File: src/rtl/mem_stage_pkg.sv
// Shared types and constants for the memory-access pipeline stage.
// Build option: MEM_STAGE_SUBWORD_EN enables byte/half accesses and the
// read-modify-write states; without it the stage handles words only.
package mem_stage_pkg;

`ifdef MEM_STAGE_SUBWORD_EN
  typedef enum logic [1:0] {
    IDLE   = 2'd0,
    ACCESS = 2'd1,
    RMW_RD = 2'd2,
    RMW_WR = 2'd3
  } state_e;
`else
  typedef enum logic [1:0] {
    IDLE   = 2'd0,
    ACCESS = 2'd1
  } state_e;
`endif

  // Access size codes carried on in_size.
  localparam logic [1:0] SZ_BYTE = 2'd0;
  localparam logic [1:0] SZ_HALF = 2'd1;
  localparam logic [1:0] SZ_WORD = 2'd2;

  // Lane logic assumes a 32-bit data path.
  localparam int unsigned WORD_W = 32;

  // Clears the two byte-offset bits; sliced to the address width at use.
  localparam logic [63:0] WORD_ALIGN_MASK = 64'hFFFF_FFFF_FFFF_FFFC;

  // Natural-alignment rule: bytes never fault, halves need addr[0] = 0,
  // anything else is treated as a word and needs addr[1:0] = 0.
  function automatic logic addr_misaligned(input logic [1:0] size,
                                           input logic [1:0] addr_lo);
    case (size)
      SZ_BYTE: return 1'b0;
      SZ_HALF: return addr_lo[0];
      default: return addr_lo != 2'b00;
    endcase
  endfunction

endpackage

File: src/rtl/mem_stage_lane_align.sv
// Combinational lane handling for the memory stage: merges a sub-word store
// into the old memory word, extracts and extends a sub-word load, and flags
// misaligned accesses. Lanes are little-endian (addr[1:0] = 0 is bits 7:0).
// Build option: MEM_STAGE_SUBWORD_EN; without it this is a word pass-through
// and only a non-zero addr[1:0] is reported as misaligned.
module mem_lane_align
  import mem_stage_pkg::*;
(
  input  logic [1:0]        size,
  input  logic              is_unsigned,
  input  logic [1:0]        addr_lo,
  input  logic [WORD_W-1:0] store_data,
  input  logic [WORD_W-1:0] old_word,
  input  logic [WORD_W-1:0] read_word,
  output logic [WORD_W-1:0] merged_word,
  output logic [WORD_W-1:0] load_value,
  output logic              misaligned
);

`ifdef MEM_STAGE_SUBWORD_EN
  logic [4:0]  byte_sh;
  logic [4:0]  half_sh;
  logic [7:0]  byte_lane;
  logic [15:0] half_lane;

  // Bit offsets of the addressed byte lane and half lane.
  assign byte_sh   = {addr_lo, 3'b000};
  assign half_sh   = {addr_lo[1], 4'b0000};
  assign byte_lane = read_word[byte_sh +: 8];
  assign half_lane = read_word[half_sh +: 16];

  // Store merge: replace only the addressed lane of the old word.
  always_comb begin
    merged_word = old_word;
    case (size)
      SZ_BYTE: merged_word[byte_sh +: 8]  = store_data[7:0];
      SZ_HALF: merged_word[half_sh +: 16] = store_data[15:0];
      default: merged_word = store_data;
    endcase
  end

  // Load extract: lane shifted to bit 0, then sign- or zero-extended.
  always_comb begin
    case (size)
      SZ_BYTE: load_value = {{24{byte_lane[7] & ~is_unsigned}}, byte_lane};
      SZ_HALF: load_value = {{16{half_lane[15] & ~is_unsigned}}, half_lane};
      default: load_value = read_word;
    endcase
  end

  assign misaligned = addr_misaligned(size, addr_lo);
`else
  // Word-only build: size, extension and merge inputs have no effect.
  logic unused_subword;
  assign unused_subword = ^{size, is_unsigned, old_word};

  assign merged_word = store_data;
  assign load_value  = read_word;
  assign misaligned  = (addr_lo != 2'b00);
`endif

endmodule

File: src/rtl/mem_stage.sv
// Memory-access pipeline stage in front of D_MEM. Registers one load, store
// or pass-through per handshake, drives the D_MEM strobes for exactly the
// cycles needed (read-modify-write for sub-word stores) and emits a one-cycle
// result pulse toward MEM/WB.
// Build option: MEM_STAGE_SUBWORD_EN adds byte/half accesses and RMW states.
//
// Handshake: an operation transfers on the rising edge where
// in_valid && in_ready; in_ready is high exactly when the stage is IDLE, so
// a new transfer can coincide with the out_valid pulse of the previous op.
// MEM/WB has no back-pressure: out_valid is a single-cycle pulse.
module mem_stage
  import mem_stage_pkg::*;
#(
  parameter int ADDR_W = 32,
  parameter int DATA_W = 32  // lane logic supports 32 only
) (
  input  logic              clk,
  input  logic              rst_n,
  input  logic              in_valid,
  output logic              in_ready,
  input  logic              in_load,
  input  logic              in_store,
  input  logic [1:0]        in_size,
  input  logic              in_unsigned,
  input  logic [ADDR_W-1:0] in_addr,
  input  logic [DATA_W-1:0] in_wdata,
  input  logic [4:0]        in_rd,
  output logic [ADDR_W-1:0] mem_addr,
  output logic [DATA_W-1:0] mem_wdata,
  output logic              mem_read,
  output logic              mem_write,
  input  logic [DATA_W-1:0] mem_rdata,
  output logic              out_valid,
  output logic [DATA_W-1:0] out_data,
  output logic [4:0]        out_rd,
  output logic              out_err,
  output state_e            dbg_state
);

  state_e            state_q;
  state_e            state_d;
  logic              accept;
  logic              in_is_load;
  logic              in_is_store;
  logic              finish;

  // Registered operation.
  logic              op_load_q;
  logic              op_store_q;
  logic [1:0]        size_q;
  logic              uns_q;
  logic [ADDR_W-1:0] addr_q;
  logic [DATA_W-1:0] wdata_q;
  logic [4:0]        rd_q;

  logic [DATA_W-1:0] old_word;
  logic [DATA_W-1:0] wdata_hold_q;
  logic [DATA_W-1:0] merged_word;
  logic [DATA_W-1:0] load_value;
  logic              lane_mis;
  logic              op_mis;
  logic [DATA_W-1:0] result;

  assign accept      = in_valid && in_ready;
  // Load and store together is illegal and falls through as pass-through.
  assign in_is_load  = in_load && !in_store;
  assign in_is_store = in_store && !in_load;

  assign in_ready  = (state_q == IDLE);
  assign dbg_state = state_q;
  assign mem_addr  = addr_q & WORD_ALIGN_MASK[ADDR_W-1:0];

`ifdef MEM_STAGE_SUBWORD_EN
  logic rmw_start;
  // Only aligned sub-word stores need the old word; misaligned ones fault.
  assign rmw_start = in_is_store && (in_size == SZ_BYTE || in_size == SZ_HALF)
                     && !addr_misaligned(in_size, in_addr[1:0]);
`else
  logic unused_cfg;
  assign unused_cfg = ^{in_size, in_unsigned};
  assign size_q     = SZ_WORD;
  assign uns_q      = 1'b0;
  assign old_word   = '0;
`endif

  mem_lane_align u_lane_align (
    .size        (size_q),
    .is_unsigned (uns_q),
    .addr_lo     (addr_q[1:0]),
    .store_data  (wdata_q),
    .old_word    (old_word),
    .read_word   (mem_rdata),
    .merged_word (merged_word),
    .load_value  (load_value),
    .misaligned  (lane_mis)
  );

  // Misalignment only matters for real memory accesses.
  assign op_mis = (op_load_q || op_store_q) && lane_mis;

  // Result word presented to MEM/WB when the operation completes.
  always_comb begin
    result = '0;
    if (!op_mis) begin
      if (op_load_q)       result = load_value;
      else if (!op_store_q) result = DATA_W'(addr_q);
    end
  end

  // Next state, D_MEM strobes and write data; wdata holds when idle.
  always_comb begin
    state_d   = state_q;
    mem_read  = 1'b0;
    mem_write = 1'b0;
    mem_wdata = wdata_hold_q;
    finish    = 1'b0;
    case (state_q)
      IDLE: begin
        if (in_valid) begin
`ifdef MEM_STAGE_SUBWORD_EN
          state_d = rmw_start ? RMW_RD : ACCESS;
`else
          state_d = ACCESS;
`endif
        end
      end
      ACCESS: begin
        state_d = IDLE;
        finish  = 1'b1;
        if (!op_mis) begin
          if (op_load_q) begin
            mem_read = 1'b1;
          end else if (op_store_q) begin
            mem_write = 1'b1;
            mem_wdata = wdata_q;
          end
        end
      end
`ifdef MEM_STAGE_SUBWORD_EN
      RMW_RD: begin
        state_d  = RMW_WR;
        mem_read = 1'b1;
      end
      RMW_WR: begin
        state_d   = IDLE;
        finish    = 1'b1;
        mem_write = 1'b1;
        mem_wdata = merged_word;
      end
`endif
      default: state_d = IDLE;
    endcase
  end

  // State register; reset abandons any operation in flight.
  always_ff @(posedge clk or negedge rst_n) begin
    if (!rst_n) state_q <= IDLE;
    else        state_q <= state_d;
  end

  // Capture the accepted operation.
  always_ff @(posedge clk or negedge rst_n) begin
    if (!rst_n) begin
      op_load_q  <= 1'b0;
      op_store_q <= 1'b0;
      addr_q     <= '0;
      wdata_q    <= '0;
      rd_q       <= '0;
`ifdef MEM_STAGE_SUBWORD_EN
      size_q     <= SZ_WORD;
      uns_q      <= 1'b0;
`endif
    end else if (accept) begin
      op_load_q  <= in_is_load;
      op_store_q <= in_is_store;
      addr_q     <= in_addr;
      wdata_q    <= in_wdata;
      rd_q       <= in_rd;
`ifdef MEM_STAGE_SUBWORD_EN
      size_q     <= in_size;
      uns_q      <= in_unsigned;
`endif
    end
  end

`ifdef MEM_STAGE_SUBWORD_EN
  // Merge register: old memory word read during RMW_RD.
  always_ff @(posedge clk or negedge rst_n) begin
    if (!rst_n)                 old_word <= '0;
    else if (state_q == RMW_RD) old_word <= mem_rdata;
  end
`endif

  // Remember the last written data so mem_wdata holds between writes.
  always_ff @(posedge clk or negedge rst_n) begin
    if (!rst_n)         wdata_hold_q <= '0;
    else if (mem_write) wdata_hold_q <= mem_wdata;
  end

  // Result register: pulse valid, update data/tag/error only on completion.
  always_ff @(posedge clk or negedge rst_n) begin
    if (!rst_n) begin
      out_valid <= 1'b0;
      out_data  <= '0;
      out_rd    <= '0;
      out_err   <= 1'b0;
    end else begin
      out_valid <= finish;
      if (finish) begin
        out_data <= result;
        out_rd   <= rd_q;
        out_err  <= op_mis;
      end
    end
  end

endmodule

File: config.mk
export PLATFORM = sky130hd
export DESIGN_NAME = mem_stage
export DESIGN_NICKNAME = d
export VERILOG_FILES = /design/src/rtl/mem_stage_pkg.sv /design/src/rtl/mem_stage_lane_align.sv /design/src/rtl/mem_stage.sv
export SDC_FILE = /design/constraint.sdc
export NUM_CORES = 1
export LEC_CHECK = 0
export ABC_AREA = 1
export CAP_MARGIN = 20
export CORE_ASPECT_RATIO = 0.6
export CORE_UTILIZATION = 45
export DETAILED_ROUTE_END_ITERATION = 16
export GPL_TIMING_DRIVEN = 0
export PLACE_DENSITY = 0.91
export SLEW_MARGIN = 20
export SYNTH_ARGS = -nofsm -noshare
export SYNTH_HDL_FRONTEND = slang
export SYNTH_SLANG_ARGS = --single-unit
File: constraint.sdc
create_clock -name clk -period 2.11 [get_ports clk]
set_clock_uncertainty 0.2 [all_clocks]
set_input_delay 0.422 -clock clk [delete_from_list [all_inputs] [get_ports clk]]
set_output_delay 0.422 -clock clk [all_outputs]
set_load 0.02 [all_outputs]
==> run metrics <==
Critical R2R Launch=op_load_q; Tightest Pin Transition=550 ps; Worst setup SP type=flip-flop; non-filler cells, final=1,226; Slowest-stage cell, CP=dfrtp_1; Worst VDD drop=0.603 mV; Final period util=111%; DRT iter0 DRCs=370; Longest Clk Path Bufs=2; Detailed Route WL=20,900 um; share of cells above drive strength 1=24.0%; critical path fanouts, max=6; Synth warnings=0; CP cell instances=buf_6, nor2_4, buf_12, buf_8, buf_12, nand3_2, nand2_2, buf_6; Final Setup Violations=34; Cell variety after synth=17; most frequent cells in the layout=nand2_1, clkdlybuf4s50_1, dfrtp_1, buf_4, nand3_1; RR Endpoint=out_data[5]; I/O Pins=217; Power Density=1060 nW/um2; RSZ-0062 raised after global routing=yes; status=finished with violations; Filler cells=907; Avg Cell Area, Syn=8.02 um2; mux cell area share after synthesis=0%; CORE AREA=13,200 um2; setup TNS=-6940 ps; Core Rows=32; Avg WL per Cell=17.0 um; Fmax=0.427 GHz; Routed Antenna Nets=0; IO Port Bufs=210; NumNets Final=1,152; sequential cell area=3580 um2; XOR/XNOR Fraction of Synth Area=0%; simple-gate share of the synthesized area=34.3%; largest family of logic cells by synthesized area=simple AND/OR/NAND/NOR gates; Synth-to-Final Area Change=61.9%; first-pass GRT wire length=30,000 um; CP startpoint=op_load_q; root buf cell=clkbuf_16; Final HPWL DP=13,300 um; CTS sink cnt=143; post-route cell area=10,200 um2; most common cell after layout, fill and taps aside=nand2_1; drt via density=5.10; largest net degree at the start of global routing=92; max capacitance violation total=0; Cells after DPL=1,166; Final Worst Setup Slack=-234 ps; Die Y=93.5 um; switch share=34.4%; WS Path Type=flip-flop to primary output; number of global-route vias before repair=5,854; FF-to-FF setup slack=130 ps; relative slew slack=63.3%; adder and majority gate portion of the synthesized area=0%; gr usage total=27.1%; via count=6,248; Mapped Area=6280 um2; CP max stage delay=370 ps; critical path arrival=1720 ps; DR pass1 iterations=5; Area after DPL=8630 um2; drt drc=0; clock-pin slew on the worst setup and hold paths=60 ps; multi-input logic area=2640 um2; Lkg Pwr=0.00544 uW; initial antenna violation count=0; CP Capture Type=primary output; Reg2Reg Depth=9; Power, Total=10,700 uW; Final Slew Violations=0; Sequential Power Share=34.9%; Clock power frac=29.3%; CTS Buf Count=17; HP Class=flip-flop to flip-flop; failing checks=setup timing; final hold vios=0; die width=154 um; number of diodes=0; end of the critical path=mem_wdata[7]; H-Tree Level Count=4; net switching power=3700 uW; min Tclk post-route=2340 ps; RePlAce Congestion=0.824; worst skew pair latency=410 ps; Initial Util=47.5%; FF+latch count, synth=143; WP data required=1490 ps; post-synthesis sequential area ratio=57.0%; Mapped Cells=783; CTS tree=built; cell internal pwr=7040 uW; total die area=14,400 um2; combinational share of power=35.8%; remaining global-route overflow=0; Synth Area in Compound Gates=0.439%
[flip-flops by register name, indices dropped and copies added, names as in the netlist, 5 cells and up]
register / count
wdata_q: 32
wdata_hold_q: 32
out_data: 32
addr_q: 32
rd_q: 5
out_rd: 5
[repair_timing]
item,4_1_cts,5_1_grt
gates cloned,1,4
setup endpoints to repair,54,48
hold buffers,1,0
gates resized for setup,272,127
buffers inserted,15,11
pin swaps,15,16
hold endpoints to repair,52,0
[how the worst min path moves through the flow]
stage	slack (ps)	endpoint	from	cells after the start
final	280	out_rd[1]	out_rd[1]	2
after global placement	250	wdata_hold_q[28]	wdata_hold_q[28]	2
after global routing	300	out_rd[4]	rd_q[4]	2
after CTS	270	wdata_hold_q[26]	wdata_hold_q[26]	2
after detailed placement	160	out_rd[2]	rst_n	1
after floorplan	-70	addr_q[0]	rst_n	0
[power groups by stage]
| stage | combinational, uW | sequential (uW) | clock (uW) |
|---|---|---|---|
| after global placement | 3150 | 3620 | 0 |
| after global routing | 4090 | 3800 | 3310 |
| after detailed placement | 3230 | 3640 | 0 |
| after CTS | 3440 | 3610 | 3150 |
| final | 3850 | 3750 | 3150 |
| after floorplan | 1510 | 3760 | 0 |
[worst max-delay path: cells and delay by family, from the launching register on]
family | cells | cell delay (ps)
simple gates | 3 | 300
flops | 1 | 370
buf+inv | 5 | 630
[stage by stage]
stage	hold WS, ps	utilization [%]	setup slack [ps]
after global routing	300	76.9	-307
after global placement	248	65.1	-5210
after floorplan	-73.6	-	228
after CTS	270	72.5	-274
final	278	76.9	-234
after detailed placement	163	65.3	-500
[cells in the mapped netlist (all sizes together)]
cell	count	area share, %
nand2	481	29
dfrtp	143	57
nand3	65	5.2
buf	64	6.9
clkbuf	13	0.78
inv	8	0.48
o21ai	4	0.32
nor2	3	0.22
conb	1	0.060
o31ai	1	0.12
[layer usage]
metal | GRT usage (%) | share of wire (%) | up-vias
met5 | 0 | 0 | -
met4 | 7.10 | 1.7 | 0
met1 | 36.1 | 42 | 3028
met3 | 8.53 | 8.8 | 36
li1 | - | - | 2884
met2 | 42.8 | 47 | 300
[cell type report]
class,instances,area share [%]
clock inverter,13,1.75
inverter,8,0.394
clock buffer,19,4.26
buffer,73,5.33
timing repair buffer,243,25.0
multi-input combinational,557,25.9
tap,170,2.09
sequential,143,35.2
[logic make-up after synthesis]
kind of cell / Yosys count
compound gates: 5
other cells: 1
flops: 143
buf+inv: 85
simple gates: 549
Note: power is estimated with default switching activity, not from simulation.
